===== src/rtl/digit_serial_sub_32bit_pkg.sv =====
// Shared constants for the digit-serial subtractor: FSM encoding, default
// operand/digit widths and the digit-counter width helper.
package digit_serial_sub_32bit_pkg;

   localparam int DEF_WIDTH = 32;
   localparam int DEF_DIGIT = 4;

   typedef enum logic [1:0] {
      IDLE = 2'd0,
      RUN  = 2'd1,
      DONE = 2'd2
   } state_t;

   // A single-digit configuration still needs a 1-bit counter.
   function automatic int cnt_width(input int width, input int digit);
      int n;
      n = width / digit;
      return (n > 1) ? $clog2(n) : 1;
   endfunction

   localparam int DEF_CNT_W = cnt_width(DEF_WIDTH, DEF_DIGIT);

endpackage


===== src/rtl/digit_serial_sub_32bit_slice.sv =====
// DIGIT-bit combinational ripple-borrow subtractor: diff = A_in - B_in - B_in_borrow.
// Zero latency; no handshake, purely combinational.
module sub_slice_4bit #(
   parameter int DIGIT = 4
) (
   input  logic [DIGIT-1:0] A_in,
   input  logic [DIGIT-1:0] B_in,
   input  logic             B_in_borrow,
   output logic [DIGIT-1:0] diff,
   output logic             B_out
);

   // The borrow ripples through a local variable so no vector feeds back on itself.
   always_comb begin
      logic br;
      br   = B_in_borrow;
      diff = '0;
      for (int i = 0; i < DIGIT; i++) begin
         diff[i] = A_in[i] ^ B_in[i] ^ br;
         br      = (~A_in[i] & B_in[i]) | (~(A_in[i] ^ B_in[i]) & br);
      end
      B_out = br;
   end

endmodule


===== src/rtl/digit_serial_sub_32bit.sv =====
// Digit-serial A - B - Bor_in, DIGIT bits per cycle; result valid WIDTH/DIGIT cycles after accept.
// Holds result in DONE until out_ready; in_ready only in IDLE. SUB_FLAGS_EN adds zero_flag/neg_flag.
module digit_serial_sub_32bit
   import digit_serial_sub_32bit_pkg::*;
#(
   parameter int WIDTH = DEF_WIDTH,
   parameter int DIGIT = DEF_DIGIT
) (
   input  logic             clk,
   input  logic             rst,
   input  logic             in_valid,
   output logic             in_ready,
   input  logic [WIDTH-1:0] A_in,
   input  logic [WIDTH-1:0] B_in,
   input  logic             Bor_in,
   output logic             out_valid,
   input  logic             out_ready,
   output logic [WIDTH-1:0] diff,
   output logic             Bor_out,
   output logic             ovf
`ifdef SUB_FLAGS_EN
   ,
   output logic             zero_flag,
   output logic             neg_flag
`endif
);

   localparam int NDIG = WIDTH / DIGIT;
   localparam int CW   = cnt_width(WIDTH, DIGIT);
   localparam logic [CW-1:0] LAST_CNT = CW'(NDIG - 1);

   state_t           state_q, state_d;
   logic [CW-1:0]    cnt_q, cnt_d;
   logic [WIDTH-1:0] a_q, a_d;
   logic [WIDTH-1:0] b_q, b_d;
   logic [WIDTH-1:0] sh_q, sh_d;
   logic             bor_q, bor_d;
   logic             amsb_q, amsb_d;
   logic             bmsb_q, bmsb_d;
   logic [WIDTH-1:0] diff_q, diff_d;
   logic             bor_out_q, bor_out_d;
   logic             ovf_q, ovf_d;
`ifdef SUB_FLAGS_EN
   logic             zf_q, zf_d;
   logic             nf_q, nf_d;
`endif

   logic [DIGIT-1:0] slice_diff;
   logic             slice_bor;
   logic [WIDTH-1:0] shifted_diff;

   sub_slice_4bit #(
      .DIGIT (DIGIT)
   ) u_slice (
      .A_in        (a_q[DIGIT-1:0]),
      .B_in        (b_q[DIGIT-1:0]),
      .B_in_borrow (bor_q),
      .diff        (slice_diff),
      .B_out       (slice_bor)
   );

   // New digit enters at the top; after NDIG shifts the LSB digit has reached bit 0.
   assign shifted_diff = {slice_diff, sh_q[WIDTH-1:DIGIT]};

   always_comb begin
      state_d   = state_q;
      cnt_d     = cnt_q;
      a_d       = a_q;
      b_d       = b_q;
      sh_d      = sh_q;
      bor_d     = bor_q;
      amsb_d    = amsb_q;
      bmsb_d    = bmsb_q;
      diff_d    = diff_q;
      bor_out_d = bor_out_q;
      ovf_d     = ovf_q;
`ifdef SUB_FLAGS_EN
      zf_d      = zf_q;
      nf_d      = nf_q;
`endif
      case (state_q)
         IDLE: begin
            if (in_valid) begin
               a_d     = A_in;
               b_d     = B_in;
               bor_d   = Bor_in;
               amsb_d  = A_in[WIDTH-1];
               bmsb_d  = B_in[WIDTH-1];
               cnt_d   = '0;
               state_d = RUN;
            end
         end
         RUN: begin
            a_d   = a_q >> DIGIT;
            b_d   = b_q >> DIGIT;
            sh_d  = shifted_diff;
            bor_d = slice_bor;
            cnt_d = cnt_q + CW'(1);
            // Result registers load only here so a partial diff is never visible.
            if (cnt_q == LAST_CNT) begin
               state_d   = DONE;
               diff_d    = shifted_diff;
               bor_out_d = slice_bor;
               ovf_d     = (amsb_q != bmsb_q) && (shifted_diff[WIDTH-1] != amsb_q);
`ifdef SUB_FLAGS_EN
               zf_d      = (shifted_diff == '0);
               nf_d      = shifted_diff[WIDTH-1];
`endif
            end
         end
         DONE: begin
            if (out_ready) begin
               state_d = IDLE;
            end
         end
         default: begin
            state_d = IDLE;
         end
      endcase
   end

   always_ff @(posedge clk or posedge rst) begin
      if (rst) begin
         state_q <= IDLE;
      end else begin
         state_q <= state_d;
      end
   end

   always_ff @(posedge clk or posedge rst) begin
      if (rst) begin
         cnt_q     <= '0;
         a_q       <= '0;
         b_q       <= '0;
         sh_q      <= '0;
         bor_q     <= 1'b0;
         amsb_q    <= 1'b0;
         bmsb_q    <= 1'b0;
         diff_q    <= '0;
         bor_out_q <= 1'b0;
         ovf_q     <= 1'b0;
      end else begin
         cnt_q     <= cnt_d;
         a_q       <= a_d;
         b_q       <= b_d;
         sh_q      <= sh_d;
         bor_q     <= bor_d;
         amsb_q    <= amsb_d;
         bmsb_q    <= bmsb_d;
         diff_q    <= diff_d;
         bor_out_q <= bor_out_d;
         ovf_q     <= ovf_d;
      end
   end

`ifdef SUB_FLAGS_EN
   always_ff @(posedge clk or posedge rst) begin
      if (rst) begin
         zf_q <= 1'b0;
         nf_q <= 1'b0;
      end else begin
         zf_q <= zf_d;
         nf_q <= nf_d;
      end
   end

   assign zero_flag = zf_q;
   assign neg_flag  = nf_q;
`endif

   assign in_ready  = (state_q == IDLE) && !rst;
   assign out_valid = (state_q == DONE);
   assign diff      = diff_q;
   assign Bor_out   = bor_out_q;
   assign ovf       = ovf_q;

endmodule


===== config.mk =====
export PLATFORM = sky130hd
export DESIGN_NAME = digit_serial_sub_32bit
export DESIGN_NICKNAME = d
export VERILOG_FILES = /design/src/rtl/digit_serial_sub_32bit_pkg.sv /design/src/rtl/digit_serial_sub_32bit_slice.sv /design/src/rtl/digit_serial_sub_32bit.sv
export SDC_FILE = /design/constraint.sdc
export NUM_CORES = 1
export LEC_CHECK = 0
export BUFFER_PORTS_ARGS = -buffer_cell sky130_fd_sc_hd__clkbuf_2
export CAP_MARGIN = 20
export CORE_ASPECT_RATIO = 1.5
export CORE_MARGIN = 5
export CORE_UTILIZATION = 55
export DETAILED_ROUTE_END_ITERATION = 7
export HOLD_SLACK_MARGIN = 0.05
export PLACE_DENSITY = 0.79
export SLEW_MARGIN = 25
export SYNTH_ARGS = -nofsm -noshare
export SYNTH_HDL_FRONTEND = slang
export SYNTH_HIERARCHICAL = 1
export SYNTH_SLANG_ARGS = --single-unit

===== constraint.sdc =====
create_clock -name clk -period 5.2 [get_ports clk]
set_input_delay 0.52 -clock clk [delete_from_list [all_inputs] [get_ports clk]]
set_output_delay 0.52 -clock clk [all_outputs]
set_load 0.01 [all_outputs]

==> flow_summary.yaml, run 1 <==
place:
  post-place-ws_ps: 2700
  gp_congestion: 0.769
  hpwl_um: 8600
  io_buffers: 104
global_route:
  gr-total-overflow: 0
  grt_max_degree: 80
  grt_first_pass_wirelength_um: 21700
  grt_pass1_vias: 4493
  grt_antenna_before_repair: 0
  track_usage: 0.217
cells_and_area:
  area_growth_pct: 20.6
  nNetsFinal: 716
  n_antenna_cell: 0
  fillers: 800
  seq_area_sq_um: 3360
  multi_input_area_sq_um: 2260
  drive_gt1_frac: 0.286
synthesis:
  synth_nets: 625
  synth-seq-area-share: 0.570
  syn_area_sq_um: 5880
  ys_ff_latch: 134
  yosysTopAreaCell: "dfrtp_1"
  netlist.area_leader.share: 0.570
  synth_warnings: 6
  ys_types: 24
  synthTopCellsByArea: "dfrtp_1, nand2_1, a22oi_1"
  syn_avg_cell_area_sq_um: 10.7
  synth_cells: 550
drt:
  wl_per_cell_um: 16.3
  initialDrtViolationCount: 214
  postRouteWirelength_um: 13000
  viasPerCell: 5.48
  firstDrtPassIters: 5
  drc_errors: 0
  drtAntennaViolNets: 0
  num_vias: 4377
worst_setup_path:
  timing.rr.end: "ovf$_DFFE_PP0P_"
  crit_path_top_delay_cell: "fa_1"
  max_stage_delay_ps: 470
  arrival_ps: 2790
  cpMostUsedCell: "fa_1"
  endpoint_kind: "register"
  reg2reg_depth: 10
  r2r_slack_ps: 2670
  rr_startpoint: "b_q[0]$_DFFE_PP0P_"
  cp_num_buf_inv: 3
  critical_path_class: "register to register"
  cpLargestDelayFamily: "adder cells"
  cp.required_ps: 5460
  worstPathCellList: "inv_1, fa_1, inv_1, fa_1, fa_1, inv_1, fa_1, nor2b_1, a21oi_1, o21ai_0"
  start_kind: "register"
  worst-path-stages: 10
  crit_path_max_fanout: 4
power:
  ir_drop_v: 0.000320
  power_density_nw_per_um2: 635
  leakagePower_nw: 3.54
outcome:
  status: "completed"
clocking:
  cts_tree: "built"
  clk_pin_slew_ps: 50
  holdBufCountCts: 0
  ctsResizeCount: 0
  cts_setup_buffers: 0
  cts_made_buffers: 17
  clockBufferDepth: 2
  numClockSinks: 134
  h-tree-depth: 4
  cts-root-buf: "clkbuf_16"
  clkLatencyLatePin_ps: 410
sta:
  whs_ps: 240
  max_slew_margin: 0.501
  fin_crit_ps: 2530
  setup-tns-final_ps: 0
  drv_slew: 0
  period_share: 0.486
  rsz0062_at_grt: "no"
  hold_viol: 0
  fin_ws_ps: 2670
  worst_pin_slew_ps: 748
  fin_worst_skew_ps: 5.45
  setup_viol: 0
  fmax_mhz: 396
die:
  dieWidth_um: 94.4
  initial_core_util: 0.558
  io_pins: 105
  core-area_sq_um: 10500
  dieArea_sq_um: 12900
  dieHeight_um: 137
  rows: 46
job:
  max_cap_viol_count: 0
min_path:
  hp-class: "input port to async pin"
==> flip-flops by register name, indices dropped and copies added, names as in the netlist <==
register / count
ovf: 1
amsb_q: 1
state_q: 2
bor_q: 1
sh_q: 28
cnt_q: 3
Bor_out: 1
diff: 32
a_q: 32
b_q: 32
bmsb_q: 1
==> cells in the mapped netlist <==
library cell and instances:
nand2_1 139, buf_4 7, and3b_1 3, nor3_1 1
o21ai_1 2, nor3b_4 1, nor3b_1 1, fa_1 4
dfrtp_1 134, buf_6 5, o21ai_0 66, a22o_1 2
mux2_2 8, ha_1 2, clkbuf_1 18, a22oi_1 54
inv_1 12, o21bai_1 2, a21oi_1 24, nor2b_1 24
nand3b_1 1, buf_2 11, mux2_4 27, nand2b_1 2
==> final cells by class <==
cell class              count  share of cell area
clock buffers              19              0.0639
clock inverters            13              0.0252
inverters                  12             0.00706
multi-input cells         363               0.319
flip-flops and latches    134               0.473
well taps                 144              0.0254
repair buffers            113              0.0858
==> through the flow <==
step / area [sq um] / utilization / power (mW) / std cells
after floorplan: 5880 / - / 2.80 / 550
after global placement: 6430 / 0.610 / 3.14 / 765
after detailed placement: 6460 / 0.613 / 3.26 / 766
after CTS: 7090 / 0.673 / 4.55 / 798
after global routing: 7090 / 0.673 / 4.82 / 798
final: 7090 / 0.673 / 4.50 / 798
==> report_power, final <==
group	internal, mW	switching [mW]	leakage, nW
sequential	1.49	0.324	1.72
combinational	0.649	0.778	1.51
clock	0.825	0.434	0.312
==> layer usage <==
metal | vias up | wire length (um) | share of wire | track usage
li1 | 2062 | - | - | -
met1 | 2142 | 5260 | 0.41 | 0.276
met2 | 147 | 6710 | 0.52 | 0.351
met3 | 26 | 705 | 0.054 | 0.0556
met4 | 0 | 303 | 0.023 | 0.0924
met5 | - | 0 | 0 | 0
==> worst max path at each step <==
| stage | from | to | slack [ps] |
|---|---|---|---|
| 3_3_place_gp | b_q[0]$_DFFE_PP0P_ | ovf$_DFFE_PP0P_ | 2820 |
| 2_1_floorplan | rst | Bor_out$_DFFE_PP0P_ | 1100 |
| 4_1_cts | b_q[0]$_DFFE_PP0P_ | ovf$_DFFE_PP0P_ | 2660 |
| 5_1_grt | b_q[0]$_DFFE_PP0P_ | ovf$_DFFE_PP0P_ | 2520 |
| 3_5_place_dp | b_q[0]$_DFFE_PP0P_ | ovf$_DFFE_PP0P_ | 2700 |
| 6_report | b_q[0]$_DFFE_PP0P_ | ovf$_DFFE_PP0P_ | 2670 |
==> layout by cell type, fill, tap and decap left out, drive strengths merged <==
master	Yosys	routed
nand2	139	139
nand2b	2	2
nor2b	24	24
buf	23	9
clkinvlp	0	1
fa	4	4
inv	12	12
nor3	1	1
dfrtp	134	134
clkbuf	18	123
nor3b	2	2
o21bai	2	2
a22oi	54	54
a22o	2	2
a21oi	24	24
o21ai	68	68
mux2	35	35
bufinv	0	4
and3b	3	3
ha	2	2
nand3b	1	1
clkinv	0	8
==> logic make-up after synthesis <==
group | after synthesis | share of synthesized area
AOI/OAI and AO/OA | 150 | 0.153
buffers and inverters | 53 | 0.0470
adders and majority gates | 6 | 0.0179
muxes | 35 | 0.0843
and+or+nand+nor | 172 | 0.128
DFF | 134 | 0.570
No activity file was read; power rests on OpenSTA's default activity.
==> inputs of run 2 (changes only) <==
--- a/config.mk
+++ b/config.mk
@@ -5,14 +5,15 @@
 export SDC_FILE = /design/constraint.sdc
 export NUM_CORES = 1
 export LEC_CHECK = 0
+export ABC_AREA = 1
 export BUFFER_PORTS_ARGS = -buffer_cell sky130_fd_sc_hd__clkbuf_2
 export CAP_MARGIN = 20
 export CORE_ASPECT_RATIO = 1.5
 export CORE_MARGIN = 5
-export CORE_UTILIZATION = 55
+export CORE_UTILIZATION = 50
 export DETAILED_ROUTE_END_ITERATION = 7
 export HOLD_SLACK_MARGIN = 0.05
-export PLACE_DENSITY = 0.79
+export PLACE_DENSITY = 0.75
 export SLEW_MARGIN = 25
 export SYNTH_ARGS = -nofsm -noshare
 export SYNTH_HDL_FRONTEND = slang
==> constraint.sdc (replaced) <==
create_clock -name clk -period 2.2 [get_ports clk]
set_input_delay 0.22 -clock clk [delete_from_list [all_inputs] [get_ports clk]]
set_output_delay 0.22 -clock clk [all_outputs]
set_load 0.01 [all_outputs]
==> flow_summary.yaml, run 2 <==
sta:
  hold_viol: 0
  max_slew_margin: 0.506
  fmax_mhz: 448
  fin_crit_ps: 2230
  fin_ws_ps: -33.8
  fin_worst_skew_ps: 9.66
  setup_viol: 2
  drv_slew: 0
  worst_pin_slew_ps: 739
  period_share: 1.02
  rsz0062_at_grt: "yes"
min_path:
  hold_end: "bmsb_q$_DFFE_PP0P_"
  hp-class: "input port to register"
  hold_path_startpoint: "B_in[31]"
  whs_path_depth: 3
drt:
  postRouteWirelength_um: 13600
  initialDrtViolationCount: 207
  drtAntennaViolNets: 0
  wl_per_cell_um: 13.3
  firstDrtPassIters: 4
  viasPerCell: 4.87
  num_vias: 4973
  drc_errors: 0
synthesis:
  syn_area_sq_um: 5980
  synth_edf_count: 0
  yosysTopAreaCell: "dfrtp_1"
  yosys-top-cells-count: "nand2_1, dfrtp_1, nand3_1"
  synth_cells: 752
  ys_ff_latch: 134
  syn_avg_cell_area_sq_um: 7.96
  synth_nets: 827
  synthFlopType: "dfrtp_1"
  synthTopCellsByArea: "dfrtp_1, nand2_1, nand3_1"
  ys_types: 20
  netlist.area_leader.share: 0.560
  async_flop_share: 1.00
  synth_warnings: 6
  synth-seq-area-share: 0.560
  yosysMostFrequentCell: "nand2_1"
die:
  dieArea_sq_um: 14300
  rows: 49
  dieWidth_um: 99.3
  initial_core_util: 0.503
  core-area_sq_um: 11900
  dieHeight_um: 144
  io_pins: 105
worst_setup_path:
  arrival_ps: 2580
  r2r_slack_ps: -30
  endpoint_kind: "register"
  rr_startpoint: "b_q[0]$_DFFE_PP0P_"
  timing.rr.end: "ovf$_DFFE_PP0P_"
  max_stage_delay_ps: 430
  cp_num_buf_inv: 4
  critical_path_class: "register to register"
  crit_path_max_fanout: 3
  cpLargestDelayFamily: "adder cells"
  cp.required_ps: 2550
  cpMostUsedCell: "inv_2"
  reg2reg_depth: 12
  worstPathCellList: "inv_2, fa_2, inv_2, fa_2, fa_2, inv_2, fa_1, inv_2, nand3_1, nand2_1, nand2_1, nand2_1"
  crit_path_top_delay_cell: "fa_1"
  start_kind: "register"
clocking:
  cts_made_buffers: 17
  h-tree-depth: 4
  clockBufferDepth: 2
  clk_pin_slew_ps: 60
  cts_tree: "built"
  clkLatencyLatePin_ps: 420
  cts-root-buf: "clkbuf_16"
  numClockSinks: 134
global_route:
  busiest_layer: "met2"
  grt.met2_usage: 0.342
  track_usage: 0.197
  use_met3: 0.0430
  grt_antenna_before_repair: 0
  grt_pass1_vias: 4786
  grt_max_degree: 46
  use_met1: 0.244
  grt_first_pass_wirelength_um: 22300
  gr-total-overflow: 0
cells_and_area:
  n_antenna_cell: 0
  fin_area_sq_um: 7440
  multi_input_area_sq_um: 2260
  mostFrequentLayoutCells: "nand2_1, dfrtp_1, clkbuf_2"
  nNetsFinal: 931
  area_growth_pct: 24.3
  seq_area_sq_um: 3350
  drive_gt1_frac: 0.199
  final_common_cell: "nand2_1"
  fillers: 1050
job:
  max_cap_viol_count: 0
power:
  ir_drop_v: 0.00114
  totalPowerFinal_mw: 11.5
  power_density_nw_per_um2: 1540
  leakagePower_nw: 4.12
place:
  dpl-instance-area_sq_um: 6660
  gp_congestion: 0.773
  io_buffers: 104
  hpwl_um: 8990
outcome:
  status: "finished, violations left"
  failed_checks: "setup timing"
[run 2: layout make-up]
class                      count  share of cell area
inverter                      47              0.0242
clock buffer                  18              0.0591
tap                          153              0.0257
sequential                   134               0.451
timing repair buffer         130               0.103
multi-input combinational    526               0.303
clock inverter                14              0.0333
[run 2: metrics by stage]
stage | worst slack [ps] | setup TNS (ps) | std cells | hold slack (ps) | util
finish | -33.8 | -35.7 | 1022 | 77.3 | 0.625
global route | -145 | -257 | 1022 | 79.9 | 0.625
CTS | -39.5 | -39.5 | 1021 | 53.7 | 0.624
detailed placement | -115 | -164 | 981 | 382 | 0.560
global placement | -61.0 | -61.0 | 981 | 378 | 0.560
floorplan | 21.4 | 0 | 752 | 318 | -
[run 2: kinds of logic after synthesis]
kind of cell / Yosys count / share of synthesized area
and+or+nand+nor: 456 / 0.302
buffers and inverters: 92 / 0.0646
AOI/OAI and AO/OA: 64 / 0.0558
DFF: 134 / 0.560
adders and majority gates: 6 / 0.0176
[run 2: where the power goes]
part           leakage (nW)  switching (mW)  internal [mW]
combinational          2.08            2.53           1.50
sequential             1.72           0.625           3.55
clock                 0.327            1.09           2.17
total                  4.12            4.25           7.22
[run 2: routing by layer]
layer	part of all wire	vias to the layer above	routed length (um)
met5	0	-	0
met4	0.0070	0	95
met3	0.041	6	559
met2	0.52	112	7010
met1	0.44	2322	5900
li1	-	2533	-
[run 2: tightest hold or removal path: cells and delay by family]
family | cells | cell delay (ps)
AOI/OAI and AO/OA | 1 | 80
buffers and inverters | 2 | 140
[run 2: repair_timing]
item                       4_1_cts  5_1_grt
pin swaps                        1        1
hold buffers                     6        0
hold endpoints to repair        33        0
setup endpoints to repair        3        4
gates resized for setup          4        4
setup buffers                    2        1
[run 2: worst max path at each step]
| stage | start | to | slack, ps | depth (start not counted) |
|---|---|---|---|---|
| floorplan | b_q[0]$_DFFE_PP0P_ | ovf$_DFFE_PP0P_ | 20 | 12 |
| global placement | b_q[0]$_DFFE_PP0P_ | ovf$_DFFE_PP0P_ | -60 | 12 |
| detailed placement | b_q[0]$_DFFE_PP0P_ | ovf$_DFFE_PP0P_ | -120 | 12 |
| CTS | a_q[0]$_DFFE_PP0P_ | ovf$_DFFE_PP0P_ | -40 | 11 |
| global route | b_q[0]$_DFFE_PP0P_ | ovf$_DFFE_PP0P_ | -140 | 12 |
| finish | b_q[0]$_DFFE_PP0P_ | ovf$_DFFE_PP0P_ | -30 | 12 |
==> inputs of run 3 (changes only) <==
--- a/config.mk
+++ b/config.mk
@@ -17,5 +17,4 @@
 export SLEW_MARGIN = 25
 export SYNTH_ARGS = -nofsm -noshare
 export SYNTH_HDL_FRONTEND = slang
-export SYNTH_HIERARCHICAL = 1
 export SYNTH_SLANG_ARGS = --single-unit
==> flow_summary.yaml, run 3 <==
outcome:
  status: "finished, violations left"
  failed_checks: "setup timing"
sta:
  period_share: 1.01
  fin_ws_ps: -12.7
  fin_worst_skew_ps: 4.33
  whs_ps: 83.8
  setup_viol: 1
  worst_pin_slew_ps: 555
  fin_crit_ps: 2210
  fmax_mhz: 452
  setup-tns-final_ps: -12.7
  rsz0062_at_grt: "yes"
  hold_viol: 0
  drv_slew: 0
  max_slew_margin: 0.629
global_route:
  track_usage: 0.195
  grt_first_pass_wirelength_um: 22700
  grt_pass1_vias: 4824
  grt_antenna_before_repair: 0
  grt_max_degree: 59
  gr-total-overflow: 0
cells_and_area:
  multi_input_area_sq_um: 2250
  mostFrequentLayoutCells: "nand2_1, dfrtp_1, clkbuf_2"
  final_common_cell: "nand2_1"
  fillers: 1083
  area_growth_pct: 22.3
  n_antenna_cell: 0
  seq_area_sq_um: 3350
  drive_gt1_frac: 0.190
  nNetsFinal: 917
synthesis:
  ys_ff_latch: 134
  syn_area_sq_um: 5990
  synth_edf_count: 0
  synth_top_family_by_area: "simple AND/OR/NAND/NOR gates"
  synth-xor-area-share: 0
  synth_nets: 820
  synth_warnings: 0
  yosys.area_share.simple: 0.299
  synth-seq-area-share: 0.559
  ys_types: 21
  yosys-top-cells-count: "nand2_1, dfrtp_1, nand3_1"
  synthTopCellsByArea: "dfrtp_1, nand2_1, nand3_1"
  yosysTopAreaCell: "dfrtp_1"
  yosysMostFrequentCell: "nand2_1"
  async_flop_share: 1.00
  netlist.area_leader.share: 0.559
  synth_cells: 745
  synthFlopType: "dfrtp_1"
  synth_compound_area_frac: 0.0553
  yosys.area_share.adder: 0.0175
  synthMuxAreaShare: 0
  syn_avg_cell_area_sq_um: 8.05
worst_setup_path:
  endpoint_kind: "register"
  critical_path_class: "register to register"
  cp.required_ps: 2490
  start_kind: "register"
  arrival_ps: 2500
  crit_path_max_fanout: 3
min_path:
  hp-class: "input port to register"
clocking:
  clk_pin_slew_ps: 60
  cts_made_buffers: 17
  clockBufferDepth: 2
  h-tree-depth: 4
  cts-root-buf: "clkbuf_16"
  numClockSinks: 134
  clkLatencyLatePin_ps: 400
  cts_tree: "built"
die:
  core-area_sq_um: 11900
  initial_core_util: 0.504
  rows: 49
  dieHeight_um: 144
  io_pins: 105
  dieWidth_um: 99.4
  dieArea_sq_um: 14300
drt:
  initialDrtViolationCount: 304
  drc_errors: 0
  drtAntennaViolNets: 0
  wl_per_cell_um: 13.4
  postRouteWirelength_um: 13500
  num_vias: 4929
  viasPerCell: 4.89
  firstDrtPassIters: 4
power:
  leakagePower_nw: 4.05
  power_density_nw_per_um2: 1490
  ir_drop_v: 0.000724
place:
  gp_congestion: 0.778
  hpwl_um: 8650
  io_buffers: 104
job:
  max_cap_viol_count: 0
run 3: worst paths after layout:
check / start / endpoint / slack (ps) / cells after the start
max in group asynchronous: rst / diff[26]$_DFFE_PP0P_ / 1280 / 4
min in group asynchronous: rst / b_q[28]$_DFFE_PP0P_ / 350 / 3
worst max register to register: a_q[0]$_DFFE_PP0P_ / ovf$_DFFE_PP0P_ / -10 / 11
worst min register to register: sh_q[5]$_DFFE_PP0P_ / diff[1]$_DFFE_PP0P_ / 470 / 2
worst min-delay path: A_in[29] / a_q[29]$_DFFE_PP0P_ / 80 / 3
worst max-delay path: a_q[0]$_DFFE_PP0P_ / ovf$_DFFE_PP0P_ / -10 / 11
run 3: per-stage QoR:
stage / util / setup slack, ps / instance area [sq um] / power, mW / cells
final: 0.616 / -12.7 / 7330 / 10.9 / 1007
after detailed placement: 0.559 / -111 / 6650 / 8.03 / 969
after CTS: 0.616 / -34.3 / 7330 / 11.0 / 1007
after floorplan: - / 23.3 / 6000 / 6.93 / 745
after global placement: 0.559 / -72.3 / 6650 / 7.89 / 969
after global routing: 0.616 / -97.7 / 7330 / 11.8 / 1007
run 3: cell families (layout without fill, tap and decap cells):
group,after synthesis,count (layout)
adder cells (fa/ha/maj),6,6
AND/OR/NAND/NOR,452,452
flip-flops,134,134
buffers and inverters,88,197
AO/OA/AOI/OAI,65,65
run 3: worst max-delay path: stages (launching register included):
cell and delay (ps):
dfrtp_1 400, fa_1 420, inv_1 70, fa_2 190, fa_2 200, inv_2 40, fa_1 520, inv_2 50
nand3_1 70, nand2_1 50, nand2_1 50, nand2_1 50
run 3: cell type report:
class                      instances  share of cell area
tap                              153              0.0261
clock inverter                    12              0.0210
clock buffer                      19              0.0618
timing repair buffer             123               0.104
inverter                          43              0.0225
multi-input combinational        523               0.307
sequential                       134               0.458
run 3: report_power, final:
| part | leakage (nW) | switching [mW] | internal, mW |
|---|---|---|---|
| Sequential | 1.72 | 0.651 | 3.55 |
| Combinational | 2.04 | 2.41 | 1.42 |
| Clock | 0.291 | 1.04 | 1.83 |
| Total | 4.05 | 4.10 | 6.80 |
run 3: metal layers:
metal	part of all wire	vias to the layer above	track usage	wire length, um
li1	-	2494	-	-
met1	0.43	2298	0.256	5800
met2	0.51	130	0.328	6830
met3	0.056	7	0.0463	752
met4	0.0059	0	0.0518	80
met5	0	-	0	0
run 3: timing repair:
item | CTS | global route
resized for setup | 4 | 2
endpoints found under the setup margin | 3 | 3
hold buffers | 6 | 0
setup buffers | 1 | 0
hold endpoints to repair | 12 | 0
